===== config.mk =====
export PLATFORM = sky130hd
export DESIGN_NAME = tlc_monitor
export DESIGN_NICKNAME = d
export VERILOG_FILES = /design/src/rtl/tlc_pkg.sv /design/src/rtl/tlc_phase_decode.sv /design/src/rtl/tlc_monitor.sv
export SDC_FILE = /design/constraint.sdc
export NUM_CORES = 1
export LEC_CHECK = 0
export ABC_CLOCK_PERIOD_IN_PS = 2300
export CORE_MARGIN = 3
export CORE_UTILIZATION = 46
export CTS_CLUSTER_SIZE = 30
export DETAILED_ROUTE_END_ITERATION = 10
export PLACE_DENSITY_LB_ADDON = 0.2
export SYNTH_ARGS = -nofsm -noshare
export SYNTH_HDL_FRONTEND = slang
export SYNTH_HIERARCHICAL = 1
export SYNTH_SLANG_ARGS = --single-unit

===== constraint.sdc =====
create_clock -name clk -period 2.3 [get_ports clk]
set_clock_uncertainty 0.1 [all_clocks]
set_input_delay 0.69 -clock clk [delete_from_list [all_inputs] [get_ports clk]]
set_output_delay 0.69 -clock clk [all_outputs]
set_load 0.01 [all_outputs]

===== src/rtl/tlc_pkg.sv =====
// Shared encodings and defaults for the traffic-light controller monitor.
// Phase values, monitor FSM states and default timing limits live here.
package tlc_pkg;

    localparam int unsigned G_MIN_DEF = 4;
    localparam int unsigned G_MAX_DEF = 16;
    localparam int unsigned Y_CYC_DEF = 2;

    typedef enum logic [2:0] {
        PH_WAIT = 3'd0,
        PH_NSG  = 3'd1,
        PH_NSY  = 3'd2,
        PH_EWG  = 3'd3,
        PH_EWY  = 3'd4
    } phase_e;

    typedef enum logic [1:0] {
        MON_UNSYNC    = 2'd0,
        MON_SYNC_PEND = 2'd1,
        MON_TRACK     = 2'd2
    } mon_state_e;

    // Legal successor in the NSG -> NSY -> EWG -> EWY -> NSG ring.
    function automatic phase_e next_phase(input phase_e p);
        case (p)
            PH_NSG:  return PH_NSY;
            PH_NSY:  return PH_EWG;
            PH_EWG:  return PH_EWY;
            PH_EWY:  return PH_NSG;
            default: return PH_WAIT;
        endcase
    endfunction

    function automatic logic is_green(input phase_e p);
        return (p == PH_NSG) || (p == PH_EWG);
    endfunction

    function automatic logic is_yellow(input phase_e p);
        return (p == PH_NSY) || (p == PH_EWY);
    endfunction

endpackage


===== src/rtl/tlc_phase_decode.sv =====
// Combinational decode of the six observed light lines into a phase code.
module tlc_phase_decode
    import tlc_pkg::*;
(
    input  logic   ew_red_i,
    input  logic   ew_green_i,
    input  logic   ew_yellow_i,
    input  logic   ns_red_i,
    input  logic   ns_green_i,
    input  logic   ns_yellow_i,
    output phase_e phase_o
);

    always_comb begin
        phase_o = PH_WAIT;
        if (ew_red_i && ns_green_i) begin
            phase_o = PH_NSG;
        end else if (ew_red_i && ns_yellow_i) begin
            phase_o = PH_NSY;
        end else if (ew_green_i && ns_red_i) begin
            phase_o = PH_EWG;
        end else if (ew_yellow_i && ns_red_i) begin
            phase_o = PH_EWY;
        end
    end

endmodule


===== src/rtl/tlc_monitor.sv =====
// Traffic-light controller monitor: tracks phase order and durations, flags errors.
// Optional completed-cycle counter enabled by defining TLC_MON_CYCLE_CNT_EN.
module tlc_monitor
    import tlc_pkg::*;
#(
    parameter int unsigned G_MIN = G_MIN_DEF,
    parameter int unsigned G_MAX = G_MAX_DEF,
    parameter int unsigned Y_CYC = Y_CYC_DEF
) (
    input  logic       clk,
    input  logic       reset,
    input  logic       EW_Red,
    input  logic       EW_Green,
    input  logic       EW_Yellow,
    input  logic       NS_Red,
    input  logic       NS_Green,
    input  logic       NS_Yellow,
    output logic [2:0] phase,
    output logic [7:0] dur_cnt,
    output logic       synced,
    output logic       err_conflict,
    output logic       err_seq,
    output logic       err_time,
    output logic       err_sticky,
    output logic [7:0] cycle_cnt
);

    localparam int unsigned CNT_W = 8;
    localparam logic [CNT_W-1:0] CNT_MAX = '1;

    phase_e           phase_d;
    phase_e           phase_q;
    mon_state_e       state_q;
    logic [CNT_W-1:0] dur_d;
    logic [CNT_W-1:0] dur_q;
    logic             flagged_d;
    logic             flagged_q;
    logic             changed;
    logic             in_track;
    logic             hold_over;
    logic             green_bad;
    logic             conflict_d;
    logic             seq_d;
    logic             time_d;
    logic             conflict_q;
    logic             seq_q;
    logic             time_q;
    logic             sticky_q;

    tlc_phase_decode u_decode (
        .ew_red_i    (EW_Red),
        .ew_green_i  (EW_Green),
        .ew_yellow_i (EW_Yellow),
        .ns_red_i    (NS_Red),
        .ns_green_i  (NS_Green),
        .ns_yellow_i (NS_Yellow),
        .phase_o     (phase_d)
    );

    // Error conditions are evaluated against the change being registered this edge.
    always_comb begin
        changed    = (phase_d != phase_q);
        in_track   = (state_q == MON_TRACK);
        hold_over  = in_track && !changed && is_green(phase_q)
                     && (dur_q == CNT_W'(G_MAX));
        green_bad  = (dur_q < CNT_W'(G_MIN)) || (dur_q > CNT_W'(G_MAX));
        conflict_d = in_track && changed && (phase_d == PH_WAIT);
        seq_d      = in_track && changed && (phase_d != PH_WAIT)
                     && (phase_d != next_phase(phase_q));
        time_d     = hold_over
                     || (in_track && changed && is_green(phase_q) && green_bad && !flagged_q)
                     || (in_track && changed && is_yellow(phase_q) && (dur_q != CNT_W'(Y_CYC)));
        dur_d      = changed ? CNT_W'(1) : ((dur_q == CNT_MAX) ? CNT_MAX : dur_q + CNT_W'(1));
        flagged_d  = changed ? 1'b0 : (flagged_q || hold_over);
    end

    always_ff @(posedge clk) begin
        if (reset) begin
            phase_q    <= PH_WAIT;
            dur_q      <= '0;
            state_q    <= MON_UNSYNC;
            flagged_q  <= 1'b0;
            conflict_q <= 1'b0;
            seq_q      <= 1'b0;
            time_q     <= 1'b0;
            sticky_q   <= 1'b0;
        end else begin
            phase_q    <= phase_d;
            dur_q      <= dur_d;
            flagged_q  <= flagged_d;
            conflict_q <= conflict_d;
            seq_q      <= seq_d;
            time_q     <= time_d;
            sticky_q   <= sticky_q || conflict_d || seq_d || time_d;
            case (state_q)
                MON_UNSYNC: begin
                    if (phase_d != PH_WAIT) state_q <= MON_SYNC_PEND;
                end
                MON_SYNC_PEND: begin
                    if (changed) state_q <= (phase_d == PH_WAIT) ? MON_UNSYNC : MON_TRACK;
                end
                MON_TRACK: begin
                    if (phase_d == PH_WAIT) state_q <= MON_UNSYNC;
                end
                default: state_q <= MON_UNSYNC;
            endcase
        end
    end

`ifdef TLC_MON_CYCLE_CNT_EN
    logic [CNT_W-1:0] cyc_q;
    logic             wrap;

    assign wrap = (state_q == MON_TRACK) && (phase_q == PH_EWY) && (phase_d == PH_NSG);

    always_ff @(posedge clk) begin
        if (reset) begin
            cyc_q <= '0;
        end else if (wrap && (cyc_q != CNT_MAX)) begin
            cyc_q <= cyc_q + CNT_W'(1);
        end
    end

    assign cycle_cnt = cyc_q;
`else
    assign cycle_cnt = '0;
`endif

    assign phase        = phase_q;
    assign dur_cnt      = dur_q;
    assign synced       = (state_q == MON_TRACK);
    assign err_conflict = conflict_q;
    assign err_seq      = seq_q;
    assign err_time     = time_q;
    assign err_sticky   = sticky_q;

endmodule


==> results.json, run 1 <==
{
  "design.core.area_um2": 2060,
  "ys_seq_area_frac": 0.344,
  "drv_slew": 0,
  "grt_usage": 0.172,
  "fmax_mhz": 450,
  "p_leak_uw": 0.000586,
  "rows": 16,
  "cts_buffers": 3,
  "r2r_slack_ns": 0.60,
  "hp-class": "flip-flop to flip-flop",
  "p_clk_frac": 0.280,
  "place_hpwl_mm": 1.68,
  "drtIter0Drc": 5,
  "worstSetupEndpoint": "err_sticky$_SDFF_PP0_",
  "die_y_um": 53.7,
  "status": "finished, final reports clean",
  "syn_inst": 123,
  "clock-root-buffer": "clkbuf_4",
  "drive_gt1_frac": 0.192,
  "worst_slack_ns": 0.0799,
  "drc": 0,
  "cts.sink_count": 18,
  "wirelength_mm": 2.25,
  "pre_cts_ws_ns": -0.474,
  "critPathRequiredTime_ns": 2.43,
  "die-width_um": 53.7,
  "fin_crit_ns": 2.22,
  "grt_pass1_vias": 811,
  "grt_antenna_before_repair": 0,
  "cp_max_fo": 7,
  "routedWlPerCell_um": 12.7,
  "dr.pass1.iters": 4,
  "vias_per_cell": 5.28,
  "cts.clk_slew.worst_paths_ns": 0.10,
  "ys_types": 42,
  "switchingPower_uw": 184,
  "startpoint": "NS_Yellow",
  "synthToLayoutAreaGrowth_pct": 34.0,
  "hold_start": "flagged_q$_SDFF_PP0_",
  "vias": 940,
  "cellPowerDensity_nw_per_um2": 485,
  "setup_viol": 0,
  "criticalPathCategory": "primary input to flip-flop",
  "power_switching_share": 0.270,
  "antenna_cells": 0,
  "use_met1": 0.229,
  "io_buffer_count": 23,
  "ant_nets": 0,
  "ir_drop_mv": 0.555,
  "place_congestion": 0.806,
  "reg2regPathDepth": 7,
  "cap_violations": 0,
  "ys_ff_latch": 18,
  "gr-usage-met2": 0.270,
  "initial_utilization": 0.508,
  "cts_tree": "done",
  "netlist_area_um2": 1050,
  "avgSynthCellArea_um2": 8.52,
  "end_kind": "flip-flop",
  "critPathArrivalTime_ns": 2.35,
  "power_frac_comb": 0.221,
  "p_total_uw": 681,
  "crit_path_start_kind": "primary input",
  "busiest_layer": "met2",
  "use_met3": 0.0609,
  "grt_pass1_wl_mm": 3.65,
  "seqPwrFrac": 0.499,
  "hold_viol": 0,
  "hold_buffers": 0,
  "grt_start_max_net_pins": 11,
  "clkLatencyLatePin_ns": 0.29,
  "fin_crit_sh": 0.965,
  "whs_ns": 0.359,
  "rr_startpoint": "dur_cnt[0]$_SDFF_PP0_",
  "cts_max_level": 1,
  "p_int_uw": 497,
  "io_pins": 32,
  "r2r_end": "err_sticky$_SDFF_PP0_",
  "grt_overflow": 0,
  "fin_nets": 163,
  "dieArea_um2": 2890,
  "yosys_warnings": 6,
  "ctsLongestPathBuffers": 2
}
sequential cells by signal, indices dropped and copies added, names as in the netlist:
register and flops:
flagged_q 1, dur_cnt 8, err_conflict 1, err_sticky 1, phase 3, err_time 1, err_seq 1, state_q 2
cells in the final DEF, fill, tap and decap left out, types with 2 or more instances in the layout:
cell              n
dfxtp_2           2
a31oi_1           3
xnor2_1           3
o21ai_1           4
nand2_1           3
dlymetal6s2s_1    3
nor2b_1           4
ha_1              3
nand2b_1          3
o21a_1            2
dfxtp_1          16
nor3_1            5
buf_4             9
and4b_1           2
dlygate4sd2_1     2
nor3_2            2
o21bai_1          2
clkdlybuf4s50_1  17
nor2_1            8
nand3_1           2
clkbuf_4          3
xor2_2            3
and3_1            2
inv_1             8
a21oi_1           8
conb_1            8
nor3b_1           2
cells by family (layout without fill, tap and decap cells):
group | count (synthesis) | after routing | synth area share
XOR/XNOR | 7 | 7 | 0.0585
buffers and inverters | 24 | 45 | 0.126
adder cells (fa/ha/maj) | 3 | 3 | 0.0358
AND/OR/NAND/NOR | 43 | 43 | 0.260
AO/OA/AOI/OAI | 27 | 27 | 0.172
flip-flops | 18 | 18 | 0.344
other | 1 | 8 | 0.00358
synth_stat cells:
cell type / n / area (µm²)
and4b_1: 3 / 30.0
and3b_1: 1 / 8.76
o32ai_1: 1 / 8.76
nor2_1: 8 / 30.0
a32o_2: 1 / 11.3
nor2b_1: 4 / 25.0
nand4_1: 1 / 6.26
dfxtp_1: 18 / 360
a31oi_1: 3 / 18.8
o21a_1: 2 / 15.0
clkbuf_2: 1 / 5.00
xnor2_1: 3 / 26.3
xor2_1: 4 / 35.0
clkbuf_1: 3 / 11.3
o21bai_1: 2 / 15.0
conb_1: 1 / 3.75
and3_1: 2 / 12.5
nand3_1: 2 / 10.0
nor3_1: 5 / 25.0
or3_1: 1 / 6.26
a211oi_1: 1 / 7.51
o21ai_1: 1 / 5.00
and4bb_2: 1 / 12.5
ha_1: 3 / 37.5
nand4b_1: 1 / 8.76
buf_2: 3 / 15.0
o311a_1: 1 / 10.0
nand2b_1: 4 / 25.0
a21oi_1: 8 / 40.0
inv_1: 8 / 30.0
o21ai_0: 3 / 15.0
o41ai_1: 1 / 8.76
a2111oi_0: 1 / 8.76
nand2_1: 3 / 11.3
a32oi_1: 1 / 8.76
buf_6: 1 / 11.3
nor3b_1: 2 / 15.0
buf_4: 8 / 60.1
a22oi_1: 1 / 7.51
nand3b_1: 1 / 7.51
nor3_2: 3 / 30.0
and4_1: 1 / 8.76
power groups by stage:
| stage | registers (µW) | logic (µW) | clock network, µW |
|---|---|---|---|
| 2_1_floorplan | 344 | 89.4 | 0 |
| 3_3_place_gp | 345 | 137 | 0 |
| 3_5_place_dp | 346 | 140 | 0 |
| 4_1_cts | 339 | 149 | 198 |
| 5_1_grt | 343 | 164 | 214 |
| 6_report | 340 | 150 | 191 |
metrics by stage:
stage | TNS, ns | instance area [µm²] | std cells | utilization
2_1_floorplan | 0 | 1070 | 130 | -
3_3_place_gp | -5.06 | 1320 | 173 | 0.638
3_5_place_dp | -5.63 | 1320 | 173 | 0.638
4_1_cts | -0.00710 | 1400 | 178 | 0.677
5_1_grt | -0.00187 | 1410 | 178 | 0.681
6_report | 0 | 1410 | 178 | 0.681
routing by layer:
metal | part of all wire | routed length (µm) | up-vias
met5 | 0 | 0 | -
met4 | 0 | 0 | 0
met3 | 0.063 | 143 | 0
met2 | 0.46 | 1040 | 27
met1 | 0.47 | 1070 | 437
li1 | - | - | 476
critical path, stage by stage:
cell and delay [ns]:
dlygate4sd2_1 0.22, nand2_1 0.09, a32o_2 0.32, xor2_2 0.20, nor3_4 0.34, nand4_1 0.21
o311a_1 0.16, o21ai_1 0.12
worst min-delay path by stage:
stage	endpoint	slack (ns)	depth (start not counted)
after detailed placement	flagged_q$_SDFF_PP0_	0.35	2
after CTS	flagged_q$_SDFF_PP0_	0.36	2
after global placement	flagged_q$_SDFF_PP0_	0.33	2
after global routing	flagged_q$_SDFF_PP0_	0.39	2
after floorplan	flagged_q$_SDFF_PP0_	0.33	2
final	flagged_q$_SDFF_PP0_	0.36	2
layout make-up:
class / count / area [µm²]
multi-input cells: 88 / 624
inverters: 8 / 30.0
well taps: 27 / 33.8
fillers: 179 / 657
repair buffers: 33 / 318
flip-flops and latches: 18 / 363
clock buffers: 4 / 36.3
what timing repair did:
action / in CTS / in global routing
endpoints found under the setup margin: 14 / 16
pin swaps: 6 / 5
resized for setup: 11 / 10
setup buffers: 2 / 0
hold endpoints to repair: 0 / 0
(Power assumes the default switching activity.)
==> run 2, diff against run 1 <==
SLEW_MARGIN = 20   (was not set)
==> results of run 2 <==
The final DEF is identical to that of run 1; final timing and power are the same.
==> run 3, diff against run 2 <==
--- a/config.mk
+++ b/config.mk
@@ -17,2 +17,3 @@
 export SYNTH_HIERARCHICAL = 1
 export SYNTH_SLANG_ARGS = --single-unit
+export TNS_END_PERCENT = 1
==> constraint.sdc (replaced) <==
create_clock -name clk -period 2.3 [get_ports clk]
set_clock_uncertainty 0.1 [all_clocks]
set_input_delay 0.46 -clock clk [delete_from_list [all_inputs] [get_ports clk]]
set_output_delay 0.46 -clock clk [all_outputs]
set_load 0.01 [all_outputs]
==> run 3 against run 2 <==
  * Maximum frequency down 0.23%
  * Die area unchanged
  * Final area down 5.2%
  * Sequential share of layout area up 1.2 points
  * Sequential cell count unchanged
  * Power down 1.7%
  * Via count down 3.1%
  * Worst setup slack worse by 0.0051 ns
  * Register-to-register slack worse by 0.02 ns
  * Non-clock buffer count down 2
  * Critical path depth up 1
==> results.json, run 3 (synthesis results as in run 1) <==
{
  "cts.sink_count": 18,
  "antenna_cells": 0,
  "fin_crit_ns": 2.23,
  "power_switching_share": 0.263,
  "cts_max_level": 1,
  "cts_buffers": 3,
  "criticalPathCategory": "primary input to flip-flop",
  "clock-root-buffer": "clkbuf_4",
  "die_y_um": 53.7,
  "fill_cells": 182,
  "grt_start_max_net_pins": 11,
  "status": "finished, final reports clean",
  "final_cells": 176,
  "clkLatencyLatePin_ns": 0.30,
  "final_cell_mix": "clkdlybuf4s50_1 (23), dfxtp_1 (18)",
  "ctsLongestPathBuffers": 2,
  "hold_buffers": 0,
  "largest_register_ff_count": 8,
  "rsz0062_at_grt": "yes",
  "crit_path_start_kind": "primary input",
  "seqPwrFrac": 0.505,
  "rr_startpoint": "dur_cnt[0]$_SDFF_PP0_",
  "vias_per_cell": 5.18,
  "power_frac_comb": 0.206,
  "p_clk_frac": 0.289,
  "fin_nets": 161,
  "seqCellArea_um2": 360,
  "p_int_uw": 493,
  "hold_start": "flagged_q$_SDFF_PP0_",
  "fmax_mhz": 449,
  "holdPathStages": 2,
  "end_kind": "flip-flop",
  "p_leak_uw": 0.000530,
  "vias": 911,
  "reg2regPathDepth": 7,
  "cp_max_fo": 4,
  "hp-class": "flip-flop to flip-flop",
  "io_pins": 32,
  "cap_violations": 0,
  "grt_antenna_before_repair": 0,
  "drv_slew": 0,
  "synthToLayoutAreaGrowth_pct": 27.1,
  "ant_nets": 0,
  "r2r_end": "err_time$_SDFF_PP0_",
  "switchingPower_uw": 176,
  "hold_viol": 0,
  "dp_cells": 171,
  "place_hpwl_mm": 1.68,
  "grt_overflow": 0,
  "cts_tree": "done",
  "initial_utilization": 0.508,
  "cellPowerDensity_nw_per_um2": 502,
  "drtIter0Drc": 26,
  "drc": 0,
  "place_congestion": 0.798,
  "grt_usage": 0.175,
  "final_common_cell": "clkdlybuf4s50_1",
  "r2r_slack_ns": 0.58,
  "drive_gt1_frac": 0.114,
  "multi_input_area_um2": 582,
  "grt_pass1_wl_mm": 3.80,
  "rows": 16,
  "wirelength_mm": 2.14,
  "design.core.area_um2": 2060,
  "setup_viol": 0,
  "dr.pass1.iters": 4,
  "critPathRequiredTime_ns": 2.44,
  "setup_tns_ns": 0,
  "whs_ns": 0.364,
  "p_total_uw": 670,
  "routedWlPerCell_um": 12.1,
  "critPathArrivalTime_ns": 2.36,
  "io_buffer_count": 23,
  "ir_drop_mv": 0.521,
  "hold-path-endpoint": "flagged_q$_SDFF_PP0_",
  "grt_pass1_vias": 897,
  "cts.clk_slew.worst_paths_ns": 0.11,
  "die-width_um": 53.7,
  "dieArea_um2": 2890,
  "fin_crit_sh": 0.967
}
==> run 3: routing by layer <==
| metal | GRT usage | up-vias | wire, µm |
|---|---|---|---|
| li1 | - | 470 | - |
| met1 | 0.233 | 418 | 1010 |
| met2 | 0.262 | 20 | 999 |
| met3 | 0.0582 | 3 | 114 |
| met4 | 0.0596 | 0 | 9 |
| met5 | 0 | - | 0 |
==> run 3: power groups by stage <==
stage	clock [µW]	combinational [µW]	sequential, µW
2_1_floorplan	0	89.4	344
3_3_place_gp	0	131	345
3_5_place_dp	0	134	345
4_1_cts	196	134	338
5_1_grt	216	155	341
6_report	193	138	338
==> run 3: what timing repair did <==
action / 4_1_cts / 5_1_grt
gates resized for setup: 0 / 1
buffers inserted: 0 / 1
endpoints found under the hold margin: 0 / 0
setup endpoints to repair: 0 / 4
==> run 3: how the worst max path moves through the flow <==
| stage | start | endpoint | slack [ns] | cells past startpoint |
|---|---|---|---|---|
| final | EW_Red | err_time$_SDFF_PP0_ | 0.07 | 9 |
| after global routing | EW_Red | err_time$_SDFF_PP0_ | -0.02 | 9 |
| after CTS | EW_Red | state_q[0]$_SDFFE_PP0P_ | 0.05 | 8 |
| after detailed placement | EW_Red | state_q[0]$_SDFFE_PP0P_ | -0.26 | 8 |
| after global placement | EW_Red | err_time$_SDFF_PP0_ | -0.17 | 8 |
| after floorplan | NS_Yellow | err_time$_SDFF_PP0_ | 0.33 | 8 |
==> run 3: cell type report <==
type,instances,area share
clock buffers,4,0.0272
inverters,8,0.0225
multi-input cells,88,0.437
repair buffers,31,0.218
flip-flops and latches,18,0.270
well taps,27,0.0254
==> run 3: critical path, cell delays in order <==
cell             delay, ns
clkdlybuf4s50_1       0.52
nand2_1               0.09
a32o_2                0.29
xor2_1                0.18
nor3_2                0.07
buf_4                 0.14
or3_1                 0.35
o21bai_1              0.19
o21ai_0               0.07
==> run 3: per-stage QoR <==
| step | setup slack (ns) | util | instance area [µm²] |
|---|---|---|---|
| after global placement | -0.170 | 0.625 | 1290 |
| final | 0.0749 | 0.646 | 1330 |
| after global routing | -0.0229 | 0.646 | 1330 |
| after CTS | 0.0474 | 0.643 | 1330 |
| after detailed placement | -0.257 | 0.625 | 1290 |
| after floorplan | 0.331 | - | 1070 |
